$ cat src/rtl/mem_rd_ctrl_pkg.sv
// Shared types and defaults for the read-bus controller: controller state, access source
// and the timeout helper.
package mem_rd_ctrl_pkg;

    localparam int unsigned DefWidth = 32;
    localparam int unsigned DefAw    = 32;
    localparam int unsigned DefTow   = 8;

    typedef enum logic {
        StIdle = 1'b0,
        StBus  = 1'b1
    } state_e;

    typedef enum logic {
        SrcIf = 1'b0,
        SrcLd = 1'b1
    } src_e;

    // Number of ack-less bus cycles after which an access is abandoned.
    function automatic int unsigned timeout_cycles(input int unsigned tow);
        return (32'd1 << tow) - 32'd1;
    endfunction

endpackage

$ cat src/rtl/mem_rd_ctrl_bus_timer.sv
// Bus-access watchdog: TOW-bit counter with synchronous clear and enable. 'last' flags the
// final cycle before the timeout count would be reached.
module bus_timer
    import mem_rd_ctrl_pkg::*;
#(
    parameter int unsigned TOW = DefTow
) (
    input  logic           clk,
    input  logic           reset_n,
    input  logic           clr,
    input  logic           en,
    output logic [TOW-1:0] count,
    output logic           last
);

    localparam logic [TOW-1:0] LastVal = TOW'(timeout_cycles(TOW) - 1);

    logic [TOW-1:0] count_q;
    logic [TOW-1:0] count_d;

    always_comb begin
        count_d = count_q;
        if (clr) begin
            count_d = '0;
        end else if (en) begin
            count_d = count_q + TOW'(1);
        end
    end

    always_ff @(posedge clk or negedge reset_n) begin
        if (!reset_n) begin
            count_q <= '0;
        end else begin
            count_q <= count_d;
        end
    end

    assign count = count_q;
    assign last  = (count_q == LastVal);

endmodule

$ cat src/rtl/mem_rd_ctrl.sv
// Arbitrates fetch and load read requests onto one external read bus and returns the word
// on dout with a per-source one-cycle write strobe for the holding register.
module mem_rd_ctrl
    import mem_rd_ctrl_pkg::*;
#(
    parameter int unsigned WIDTH = DefWidth,
    parameter int unsigned AW    = DefAw,
    parameter int unsigned TOW   = DefTow
) (
    input  logic             clk,
    input  logic             reset_n,
    input  logic             if_req,
    input  logic [AW-1:0]    if_addr,
    input  logic             ld_req,
    input  logic [AW-1:0]    ld_addr,
    output logic             mem_rd,
    output logic [AW-1:0]    mem_addr,
    input  logic             mem_ack,
    input  logic [WIDTH-1:0] mem_rdata,
    output logic [WIDTH-1:0] dout,
    output logic             wen1,
    output logic             wen2,
    output logic             if_done,
    output logic             ld_done,
    output logic             busy,
    output logic             err
);

    state_e           state_q, state_d;
    src_e             src_q, src_d;
    logic             mem_rd_q, mem_rd_d;
    logic [AW-1:0]    mem_addr_q, mem_addr_d;
    logic [WIDTH-1:0] dout_q, dout_d;
    logic             wen1_q, wen1_d;
    logic             wen2_q, wen2_d;
    logic             if_done_q, if_done_d;
    logic             ld_done_q, ld_done_d;
    logic             err_q, err_d;

    logic             tmr_clr;
    logic             tmr_en;
    logic             tmr_last;
    logic [TOW-1:0]   tmr_count;

    assign tmr_clr = (state_q == StIdle);
    assign tmr_en  = (state_q == StBus) && !mem_ack;

    bus_timer #(
        .TOW (TOW)
    ) u_bus_timer (
        .clk     (clk),
        .reset_n (reset_n),
        .clr     (tmr_clr),
        .en      (tmr_en),
        .count   (tmr_count),
        .last    (tmr_last)
    );

    always_comb begin
        state_d    = state_q;
        src_d      = src_q;
        mem_rd_d   = mem_rd_q;
        mem_addr_d = mem_addr_q;
        dout_d     = dout_q;
        err_d      = err_q;
        wen1_d     = 1'b0;
        wen2_d     = 1'b0;
        if_done_d  = 1'b0;
        ld_done_d  = 1'b0;

        case (state_q)
            StIdle: begin
                // The cycle a done pulse is visible gives the requester time to drop req.
                if (!if_done_q && !ld_done_q) begin
                    if (ld_req) begin
                        state_d    = StBus;
                        src_d      = SrcLd;
                        mem_rd_d   = 1'b1;
                        mem_addr_d = ld_addr;
                        err_d      = 1'b0;
                    end else if (if_req) begin
                        state_d    = StBus;
                        src_d      = SrcIf;
                        mem_rd_d   = 1'b1;
                        mem_addr_d = if_addr;
                        err_d      = 1'b0;
                    end
                end
            end
            StBus: begin
                if (mem_ack) begin
                    dout_d   = mem_rdata;
                    mem_rd_d = 1'b0;
                    state_d  = StIdle;
                    if (src_q == SrcLd) begin
                        wen2_d    = 1'b1;
                        ld_done_d = 1'b1;
                    end else begin
                        wen1_d    = 1'b1;
                        if_done_d = 1'b1;
                    end
                end else if (tmr_last) begin
                    // Timeout: release the requester without a write strobe.
                    mem_rd_d = 1'b0;
                    state_d  = StIdle;
                    err_d    = 1'b1;
                    if (src_q == SrcLd) begin
                        ld_done_d = 1'b1;
                    end else begin
                        if_done_d = 1'b1;
                    end
                end
            end
            default: begin
                state_d  = StIdle;
                mem_rd_d = 1'b0;
            end
        endcase
    end

    always_ff @(posedge clk or negedge reset_n) begin
        if (!reset_n) begin
            state_q    <= StIdle;
            src_q      <= SrcIf;
            mem_rd_q   <= 1'b0;
            mem_addr_q <= '0;
            dout_q     <= '0;
            wen1_q     <= 1'b0;
            wen2_q     <= 1'b0;
            if_done_q  <= 1'b0;
            ld_done_q  <= 1'b0;
            err_q      <= 1'b0;
        end else begin
            state_q    <= state_d;
            src_q      <= src_d;
            mem_rd_q   <= mem_rd_d;
            mem_addr_q <= mem_addr_d;
            dout_q     <= dout_d;
            wen1_q     <= wen1_d;
            wen2_q     <= wen2_d;
            if_done_q  <= if_done_d;
            ld_done_q  <= ld_done_d;
            err_q      <= err_d;
        end
    end

    assign mem_rd   = mem_rd_q;
    assign mem_addr = mem_addr_q;
    assign dout     = dout_q;
    assign wen1     = wen1_q;
    assign wen2     = wen2_q;
    assign if_done  = if_done_q;
    assign ld_done  = ld_done_q;
    assign busy     = (state_q == StBus);
    assign err      = err_q;

    // The holding register must never see both write enables in one cycle.
    a_wen_onehot : assert property (@(posedge clk) disable iff (!reset_n) !(wen1_q && wen2_q));

    // The counter value itself is only consumed through 'last'.
    logic unused_tmr;
    assign unused_tmr = ^tmr_count;

endmodule

$ cat config.mk
export PLATFORM = sky130hd
export DESIGN_NAME = mem_rd_ctrl
export DESIGN_NICKNAME = d
export VERILOG_FILES = /design/src/rtl/mem_rd_ctrl_pkg.sv /design/src/rtl/mem_rd_ctrl_bus_timer.sv /design/src/rtl/mem_rd_ctrl.sv
export SDC_FILE = /design/constraint.sdc
export NUM_CORES = 1
export LEC_CHECK = 0
export CORE_MARGIN = 2
export CORE_UTILIZATION = 37
export DETAILED_ROUTE_END_ITERATION = 7
export PLACE_DENSITY = 0.77
export SLEW_MARGIN = 25
export SYNTH_ARGS = -nofsm -noshare
export SYNTH_HDL_FRONTEND = slang
export SYNTH_SLANG_ARGS = --single-unit
$ cat constraint.sdc
create_clock -name clk -period 1.6 [get_ports clk]
set_input_delay 0.32 -clock clk [delete_from_list [all_inputs] [get_ports clk]]
set_output_delay 0.32 -clock clk [all_outputs]
set_load 0.005 [all_outputs]
* Yosys cells after proc, flatten, opt, wreduce, memory -nomap -nowiden
Cells that the tools add are included.
** Storage, ports and cells
- Flip-flop bits (word level) :: 80
- Bits of input ports :: 101
- Output and inout port bits :: 71
- Word-level logic and storage cells :: 65
** Operators by class
- Add/subtract/negate cells :: 1
- Eq/ne operators :: 7
- Muxes and demuxes :: 35
- Bitwise logic cells :: 1
- Reduce and logical (&&, ||, !) cells :: 10
** Operators by type and width (count)
- $mux 32 :: 2
- $mux 1 :: 28
- $mux 8 :: 2
- $add 8x1->8 const B :: 1
- $eq 8x8->1 const B :: 1
- $ne 2x1->1 const B :: 3
- $pmux 1 s2 :: 3
- $reduce_and 3->1 :: 2
- $reduce_and 4->1 :: 1
- $logic_not 1->1 :: 3
- $ne 3x2->1 const B :: 1
- $ne 3x3->1 const B :: 1
- $logic_and 1x1->1 :: 2
- $ne 2x2->1 const B :: 1
- $reduce_and 2->1 :: 1
- $reduce_bool 2->1 :: 1
- $not 1->1 :: 1

* Depth between registers and ports, before layout
Gate-level depths: netlist of the first run.
- Depth in word-level cells :: 4
- Depth in mapped cells :: 5
- Depth with buffers taken out :: 5

* Modules after synthesis
From an unflattened synthesis of the first run, not the netlist that was laid out.
** Unflattened totals
- Cells, all modules :: 239
- Area total of the unflattened synthesis :: 3487.1 um2
** By module, submodules not included
- mem_rd_ctrl :: instances 1, cells an instance 198, area each 3076.7 um2, seq. area each 1801.7 um2
- bus_timer :: instances 1, cells an instance 41, area each 410.4 um2, seq. area each 200.2 um2

* Worst setup path after synthesis of the first run
Ideal clock, no wire load.
- Path kind :: register to register
- Start :: register state_q (netlist: busy)
- End :: register mem_addr_q[14] (netlist: mem_addr[14])
- Library setup time :: 125 ps
- Arrival time :: 1512 ps
- Required time :: 1475 ps
- Setup slack :: -37 ps
- Stages on the path, launching flop included :: 4
- Buffers on the path :: 1
- Clock period less this slack :: 1637 ps
- Cells stage by stage :: dfrtp_1 -> nor4_4 -> buf_6 -> mux2_2
** On the way
- Longest elaborated chain between the ends :: 2
** RTL lines
- from (decl) :: line mem_rd_ctrl.sv:29 : state_e state_q, state_d;
- from (signal assigned) :: line mem_rd_ctrl.sv:123 : state_q <= StIdle;
- from (signal assigned) :: line mem_rd_ctrl.sv:134 : state_q <= state_d;
- $not 1->1 (no line)
- $reduce_and 3->1 (no line)
- to (signal assigned) :: line mem_rd_ctrl.sv:137 : mem_addr_q <= mem_addr_d;
- to (decl) :: line mem_rd_ctrl.sv:32 : logic [AW-1:0] mem_addr_q, mem_addr_d;
No other way between the ends.
A chain may end at the register's enable or synchronous reset.

* Final worst setup path of the first run
- Start :: input port ld_req
- End :: register mem_addr_q[28] (netlist: mem_addr[28])
** On the way
- Longest elaborated chain between the ends :: 2
- Elaborated cells on any way between the ends :: 3
- Those cells by class :: 1 x mux; 2 x reduce/logical
** RTL lines
- from (decl) :: line mem_rd_ctrl.sv:14 : input logic ld_req,
- $reduce_bool 2->1 (no line)
- $reduce_and 3->1 (no line)
Parallel ways exist; a longest one is shown, timed or not.

==> flow_metrics.py, run 1 <==
metrics = {
    "floorplanning": {
        "io_pins": 172,
        "fp.dieW_um": 101,
        "die-area_sq_mm": 0.0102,
        "core.rowCount": 35,
        "initial_utilization_pct": 37.9,
        "placeableCoreArea_sq_mm": 0.00920,
        "die_y_um": 101,
    },
    "worst_setup_path": {
        "cp_top_family": "buffers and inverters",
        "setup.worst_path.class": "in2reg",
        "critPathSlowestCell": "clkdlybuf4s50_1",
        "cp_data_required_time_ns": 1.82,
        "critical_path.most_common_cell": "mux2_2",
        "critical_path_arrival_ns": 1.78,
        "timing.critical_path.to_type": "flop",
        "critical-path-max-stage-delay_ns": 0.50,
        "timing.critical_path.fanout_max": 22,
        "critical_path.cell_chain": "clkdlybuf4s50_1 > buf_4 > mux2_2 > mux2_2",
        "critical_path.n_buffers_inverters": 2,
        "start_kind": "input pin",
    },
    "global_routing": {
        "grt_max_degree": 36,
        "grt-ovfl-total": 0,
        "grt_first_pass_wirelength_um": 13100,
        "grt_util_overall_pct": 16.4,
        "grt_pass1_vias": 2714,
        "initial_antenna_violation_count": 0,
    },
    "hold_path": {
        "min-delay-path-class": "in2async",
    },
    "route": {
        "drt-total-wl_um": 8370,
        "route.met3.wl_um": 782,
        "drt_pass_1_iters": 4,
        "routed.top_layer": "met4",
        "dr_wl_met2_um": 4220,
        "dr.first_iter.drc_count": 37,
        "vias": 2592,
        "routed_wire_length_per_instance_um": 15.6,
        "detail_route.wirelength.met1_um": 3280,
        "via_density_per_instance": 4.83,
        "drt_drc_violations_left": 0,
        "route.antenna.remaining_nets": 0,
    },
    "timing": {
        "timing.hold.ws_ns": 0.465,
        "slew_violations": 0,
        "achievable-frequency_mhz": 640,
        "timing.final.crit_share_pct": 97.6,
        "rsz0062_at_grt": "true",
        "fin_skew_ns": 0.0122,
        "slack_of_the_critical_path_ns": 0.0382,
        "final_hold_viol_count": 0,
        "timing.max_slew.rel_slack_pct": 73.1,
        "finalSetupViolations": 0,
        "post-route-min-period_ns": 1.56,
        "tightest_slew_ns": 0.403,
    },
    "finish": {
        "drive_above_1_share_pct": 29.3,
        "antenna-diode-count": 0,
        "mostFrequentLayoutCell": "clkdlybuf4s50_1",
        "flow.area_growth_from_synthesis_pct": 63.1,
        "layout_common_cells": "164 x clkdlybuf4s50_1, 96 x mux2_2, 80 x dfrtp_1",
        "final_net_count": 525,
        "final_area_sq_mm": 0.00568,
        "instances_no_fill": 537,
    },
    "power": {
        "clock_power_share_pct": 20.3,
        "power_leakage_nw": 2.36,
        "irDropWorstVdd_mv": 0.942,
        "part_of_the_total_power_dissipated_in_sequential_elements_pct": 36.5,
        "cellInternalPower_mw": 6.96,
        "share_comb_of_total_power_pct": 43.2,
        "post-layout-total-power_mw": 9.39,
        "netSwitchingFraction_pct": 25.9,
        "netSwitchingPower_mw": 2.43,
        "power_per_cell_area_mw_per_mm2": 1650,
    },
    "synthesis": {
        "synthesis.yosys.warnings": 0,
        "synth.ff_latch_count": 80,
        "syn_avg_cell_area_sq_um": 14.6,
        "synthDominantCellAreaShare_pct": 57.5,
        "seq_area_frac_synth_pct": 57.5,
        "asyncSetResetFlopFracSynth_pct": 100,
        "synth.largest_area_cell": "dfrtp_1",
        "netlist_top_cells_area": "dfrtp_1 57%, mux2_2 31%, buf_6 0.97%",
        "synth_cell_types": 29,
        "synth_cells": 238,
        "synth_enable_flop_cells": 0,
        "syn_nets": 341,
        "dominantRegCellSynth": "dfrtp_1",
        "syn-cell-area_sq_mm": 0.00348,
    },
    "clock_network": {
        "cts_num_sinks": 80,
        "clockBufferDepth": 2,
        "number_of_buffers_created_by_cts": 9,
        "path_clk_slew_ns": 0.09,
        "clkLatencyLatePin_ns": 0.34,
        "tritoncts": "built",
        "cts_max_level": 3,
        "root_buffer": "clkbuf_8",
    },
    "placement": {
        "preCtsSetupSlack_ns": -0.332,
        "placed_cell_area_sq_mm": 0.00540,
        "port-buffer-count": 171,
        "place.detailed.instances": 520,
        "detailedPlacementHpwl_um": 6390,
        "place_congestion": 0.708,
    },
    "job": {
        "maxCapViolCount": 0,
    },
    "run_status": {
        "run_status": "finished clean",
    },
}
-- registers in the layout, summed over array words and instances, names as in the netlist --
signal and flops:
src_q 1, u_bus_timer.count 8, dout 32, ld_done 1
wen1 1, mem_rd 1, busy 1, mem_addr 32
err 1, wen2 1, if_done 1
-- power groups by stage --
stage / clock network [mW] / registers [mW] / logic [mW]
after floorplan: 0 / 3.53 / 1.55
after global placement: 0 / 3.44 / 4.03
after detailed placement: 0 / 3.49 / 4.10
after CTS: 1.96 / 3.44 / 4.13
after global routing: 2.07 / 3.55 / 4.35
final: 1.91 / 3.42 / 4.06
-- stage by stage --
stage,setup TNS (ns),util [%]
floorplan,-0.00893,-
global placement,-11.10,58.7
detailed placement,-12.25,58.7
CTS,0,61.7
global route,-0.0699,61.8
finish,0,61.8
-- path summary, 6_finish.rpt --
path | from | endpoint | slack, ns | depth (start not counted)
max | ld_req | mem_addr[28]$_DFFE_PN0P_ | 0.04 | 4
min in group clk | dout[26]$_DFFE_PN0N_ | dout[26]$_DFFE_PN0N_ | 0.50 | 1
max reg2reg | busy$_DFF_PN0_ | mem_addr[10]$_DFFE_PN0P_ | 0.04 | 4
min reg2reg | dout[26]$_DFFE_PN0N_ | dout[26]$_DFFE_PN0N_ | 0.50 | 1
min | reset_n | mem_addr[14]$_DFFE_PN0P_ | 0.47 | 2
max in group asynchronous | reset_n | wen2$_DFF_PN0_ | 0.66 | 3
-- layer usage --
layer / vias to the layer above / GRT usage (%)
met5: - / 0
met3: 9 / 5.06
met4: 0 / 4.68
li1: 1213 / -
met2: 101 / 29.1
met1: 1269 / 19.2
-- synthesized netlist by cell type, drive strengths merged (3+ instances only) --
| master | instances |
|---|---|
| nand2b | 3 |
| clkbuf | 5 |
| dfrtp | 80 |
| inv | 4 |
| o21ai | 3 |
| buf | 7 |
| nor2 | 7 |
| xnor2 | 3 |
| and2 | 4 |
| mux2 | 97 |
| nand2 | 6 |
-- final cells by class --
type / instances / area (sq um)
clock inverter: 5 / 129
inverter: 4 / 15.0
sequential: 80 / 2000
tap: 111 / 139
timing repair buffer: 185 / 1880
multi-input combinational: 142 / 1390
fill: 722 / 3510
clock buffer: 10 / 128
-- kinds of logic after synthesis --
| logic type | Yosys count | share of synthesized area [%] |
|---|---|---|
| and+or+nand+nor | 28 | 4.56 |
| buffers and inverters | 16 | 2.59 |
| AOI/OAI and AO/OA | 11 | 2.30 |
| muxes | 98 | 31.6 |
| xor gates and xnor gates | 3 | 0.754 |
| adders and majority gates | 2 | 0.718 |
| DFF | 80 | 57.5 |
-- what timing repair did --
action	in CTS	in global routing
hold buffers	1	0
pin swaps	0	0
gates resized for setup	4	4
hold endpoints to repair	26	0
setup endpoints to repair	3	13
setup buffers	1	0
-- worst reg2reg max path, stage by stage, from the launching register on --
cell and delay [ns]:
dfrtp_1 0.39, buf_4 0.14, nor4_4 0.33, buf_12 0.22
mux2_2 0.36
Power figures use the tool's default switching activity.
==> run 2: changes to the inputs <==
HOLD_SLACK_MARGIN = 0.05   (was not set)
TNS_END_PERCENT = 20   (was not set)
==> results of run 2 <==
The final DEF is identical to that of run 1; final timing and power are the same.
==> run 3: changes to the inputs <==
CORE_ASPECT_RATIO = 0.9   (was not set)
GPL_TIMING_DRIVEN = 0   (was not set)
==> run 3 against run 2 <==
Via count is 1.5% lower. Final cell count up 2.0%. Routed wire length grew 0.64%. Combinational power decreased by 1%. Fmax grew 1.4%. Critical path depth shrank 3. Cell area shrank 1.4%. Die area about the same. Global-route usage decreased by 0.17 points. Sequential power barely moved. Clock skew up 0.00058 ns.
==> flow_metrics.py, run 3 (same netlist as run 1, synthesis figures left out) <==
metrics = {
    "power": {
        "netSwitchingFraction_pct": 26.5,
        "cellInternalPower_mw": 6.68,
        "power_leakage_nw": 2.33,
        "irDropWorstVdd_mv": 0.747,
        "post-layout-total-power_mw": 9.08,
        "part_of_the_total_power_dissipated_in_sequential_elements_pct": 37.9,
        "netSwitchingPower_mw": 2.40,
        "power_per_cell_area_mw_per_mm2": 1620,
        "clock_power_share_pct": 18.1,
        "share_comb_of_total_power_pct": 44.0,
    },
    "finish": {
        "final_net_count": 525,
        "instances_no_fill": 548,
        "mostFrequentLayoutCell": "clkdlybuf4s50_1",
        "drive_above_1_share_pct": 28.9,
        "antenna-diode-count": 0,
        "final_core_util_pct": 61.4,
        "final_area_sq_mm": 0.00560,
        "flow.area_growth_from_synthesis_pct": 60.8,
        "layout_common_cells": "161 x clkdlybuf4s50_1, 96 x mux2_2, 79 x dfrtp_1",
        "layout.filler_cells": 729,
    },
    "floorplanning": {
        "fp.dieW_um": 106,
        "die_y_um": 96.1,
        "placeableCoreArea_sq_mm": 0.00913,
        "core.rowCount": 33,
        "io_pins": 172,
        "die-area_sq_mm": 0.0102,
        "initial_utilization_pct": 38.2,
    },
    "job": {
        "maxCapViolCount": 0,
    },
    "worst_setup_path": {
        "cp_data_required_time_ns": 1.28,
        "rr_startpoint": "busy$_DFF_PN0_",
        "critical_path_arrival_ns": 1.22,
        "timing.critical_path.fanout_max": 2,
        "r2r.worst_path.cells": 3,
        "critical-path-max-stage-delay_ns": 0.54,
        "timing.critical_path.to_type": "output port",
        "setup.worst_path.class": "reg2out",
        "critical_path.cell_chain": "clkdlybuf4s50_1",
        "crit-reg2reg-capture": "dout[25]$_DFFE_PN0N_",
        "cp_top_family": "buffers and inverters",
        "setup.reg_to_reg.worst_slack_ns": 0.09,
        "critPathSlowestCell": "clkdlybuf4s50_1",
        "start_kind": "flop",
        "critical_path.n_buffers_inverters": 1,
    },
    "timing": {
        "timing.max_slew.rel_slack_pct": 57.9,
        "final.setup.tns_ns": 0,
        "timing.hold.ws_ns": 0.436,
        "achievable-frequency_mhz": 649,
        "slack_of_the_critical_path_ns": 0.0591,
        "fin_skew_ns": 0.0128,
        "tightest_slew_ns": 0.632,
        "slew_violations": 0,
        "post-route-min-period_ns": 1.54,
        "final_hold_viol_count": 0,
        "timing.final.crit_share_pct": 96.3,
        "rsz0062_at_grt": "false",
        "finalSetupViolations": 0,
    },
    "clock_network": {
        "root_buffer": "clkbuf_8",
        "number_of_buffers_created_by_cts": 9,
        "cts_max_level": 3,
        "clockBufferDepth": 2,
        "path_clk_slew_ns": 0.08,
        "tritoncts": "built",
        "clkLatencyLatePin_ns": 0.34,
        "cts_num_sinks": 80,
    },
    "hold_path": {
        "whs_endpoint": "u_bus_timer.count[0]$_DFFE_PN0P_",
        "min_delay_path_depth": 3,
        "min-delay-path-class": "in2reg",
        "holdCritStartpoint": "mem_ack",
    },
    "route": {
        "via_density_per_instance": 4.66,
        "routed_wire_length_per_instance_um": 15.4,
        "vias": 2554,
        "drt_pass_1_iters": 4,
        "dr.first_iter.drc_count": 71,
        "drt_drc_violations_left": 0,
        "drt-total-wl_um": 8430,
        "route.antenna.remaining_nets": 0,
    },
    "global_routing": {
        "grt-ovfl-total": 0,
        "grt_most_used_layer": "met2",
        "grtUsageMet2_pct": 27.8,
        "initial_antenna_violation_count": 0,
        "grt_first_pass_wirelength_um": 12900,
        "grt_pass1_vias": 2647,
        "grt_max_degree": 51,
        "global_route.usage.met3_pct": 6.16,
        "met1_capacity_usage_during_global_routing_pct": 18.8,
        "grt_util_overall_pct": 16.3,
    },
    "run_status": {
        "run_status": "finished clean",
    },
    "placement": {
        "place_congestion": 0.757,
        "placed_cell_area_sq_mm": 0.00535,
        "preCtsSetupSlack_ns": -0.582,
        "port-buffer-count": 169,
        "detailedPlacementHpwl_um": 6500,
        "place.detailed.instances": 530,
    },
}
-- run 3: cell count changes in the layout (fill, tap and decap cells not counted), sizes merged --
| cell | before | now |
|---|---|---|
| buf | 14 | 11 |
| dlygate4sd2 | 3 | 2 |
| dlymetal6s2s | 3 | 5 |
| clkbuf | 10 | 17 |
| bufinv | 4 | 2 |
| clkdlybuf4s50 | 164 | 161 |
| clkinv | 0 | 1 |
| inv | 5 | 4 |
-- run 3: final cells by class --
class	count	area [sq um]	area share, %
Buffer	12	75.1	1.34
Clock buffer	12	155	2.77
Clock inverter	3	65.1	1.16
Inverter	4	15.0	0.268
Multi-Input combinational cell	142	1390	24.9
Sequential cell	80	2000	35.8
Tap cell	122	153	2.72
Timing Repair Buffer	173	1740	31.1
-- run 3: worst max path at each step --
| stage | from | endpoint | cells past startpoint |
|---|---|---|---|
| final | mem_addr[22]$_DFFE_PN0P_ | mem_addr[22] | 1 |
| after global routing | busy$_DFF_PN0_ | dout[25]$_DFFE_PN0N_ | 3 |
| after CTS | busy$_DFF_PN0_ | busy | 1 |
| after detailed placement | if_req | mem_addr[17]$_DFFE_PN0P_ | 5 |
| after global placement | reset_n | wen1$_DFF_PN0_ | 1 |
| after floorplan | ld_done$_DFF_PN0_ | mem_addr[14]$_DFFE_PN0P_ | 3 |
-- run 3: power by group through the flow --
| stage | registers, mW | clock network (mW) | logic (mW) |
|---|---|---|---|
| after CTS | 3.45 | 1.70 | 4.08 |
| final | 3.44 | 1.64 | 4.00 |
| after detailed placement | 3.48 | 0 | 4.04 |
| after global placement | 3.43 | 0 | 3.97 |
| after global routing | 3.56 | 1.79 | 4.29 |
| after floorplan | 3.53 | 0 | 1.55 |
-- run 3: what timing repair did --
action | CTS | global route
setup buffers | 2 | 0
endpoints found under the hold margin | 49 | 0
gates resized for setup | 3 | 5
endpoints found under the setup margin | 37 | 6
pin swaps | 1 | 0
hold buffers | 1 | 0
-- run 3: metal layers --
| layer | part of all wire [%] | vias to the layer above |
|---|---|---|
| li1 | - | 1202 |
| met1 | 42 | 1236 |
| met2 | 48 | 106 |
| met3 | 9.3 | 10 |
| met4 | 1.1 | 0 |
| met5 | 0 | - |
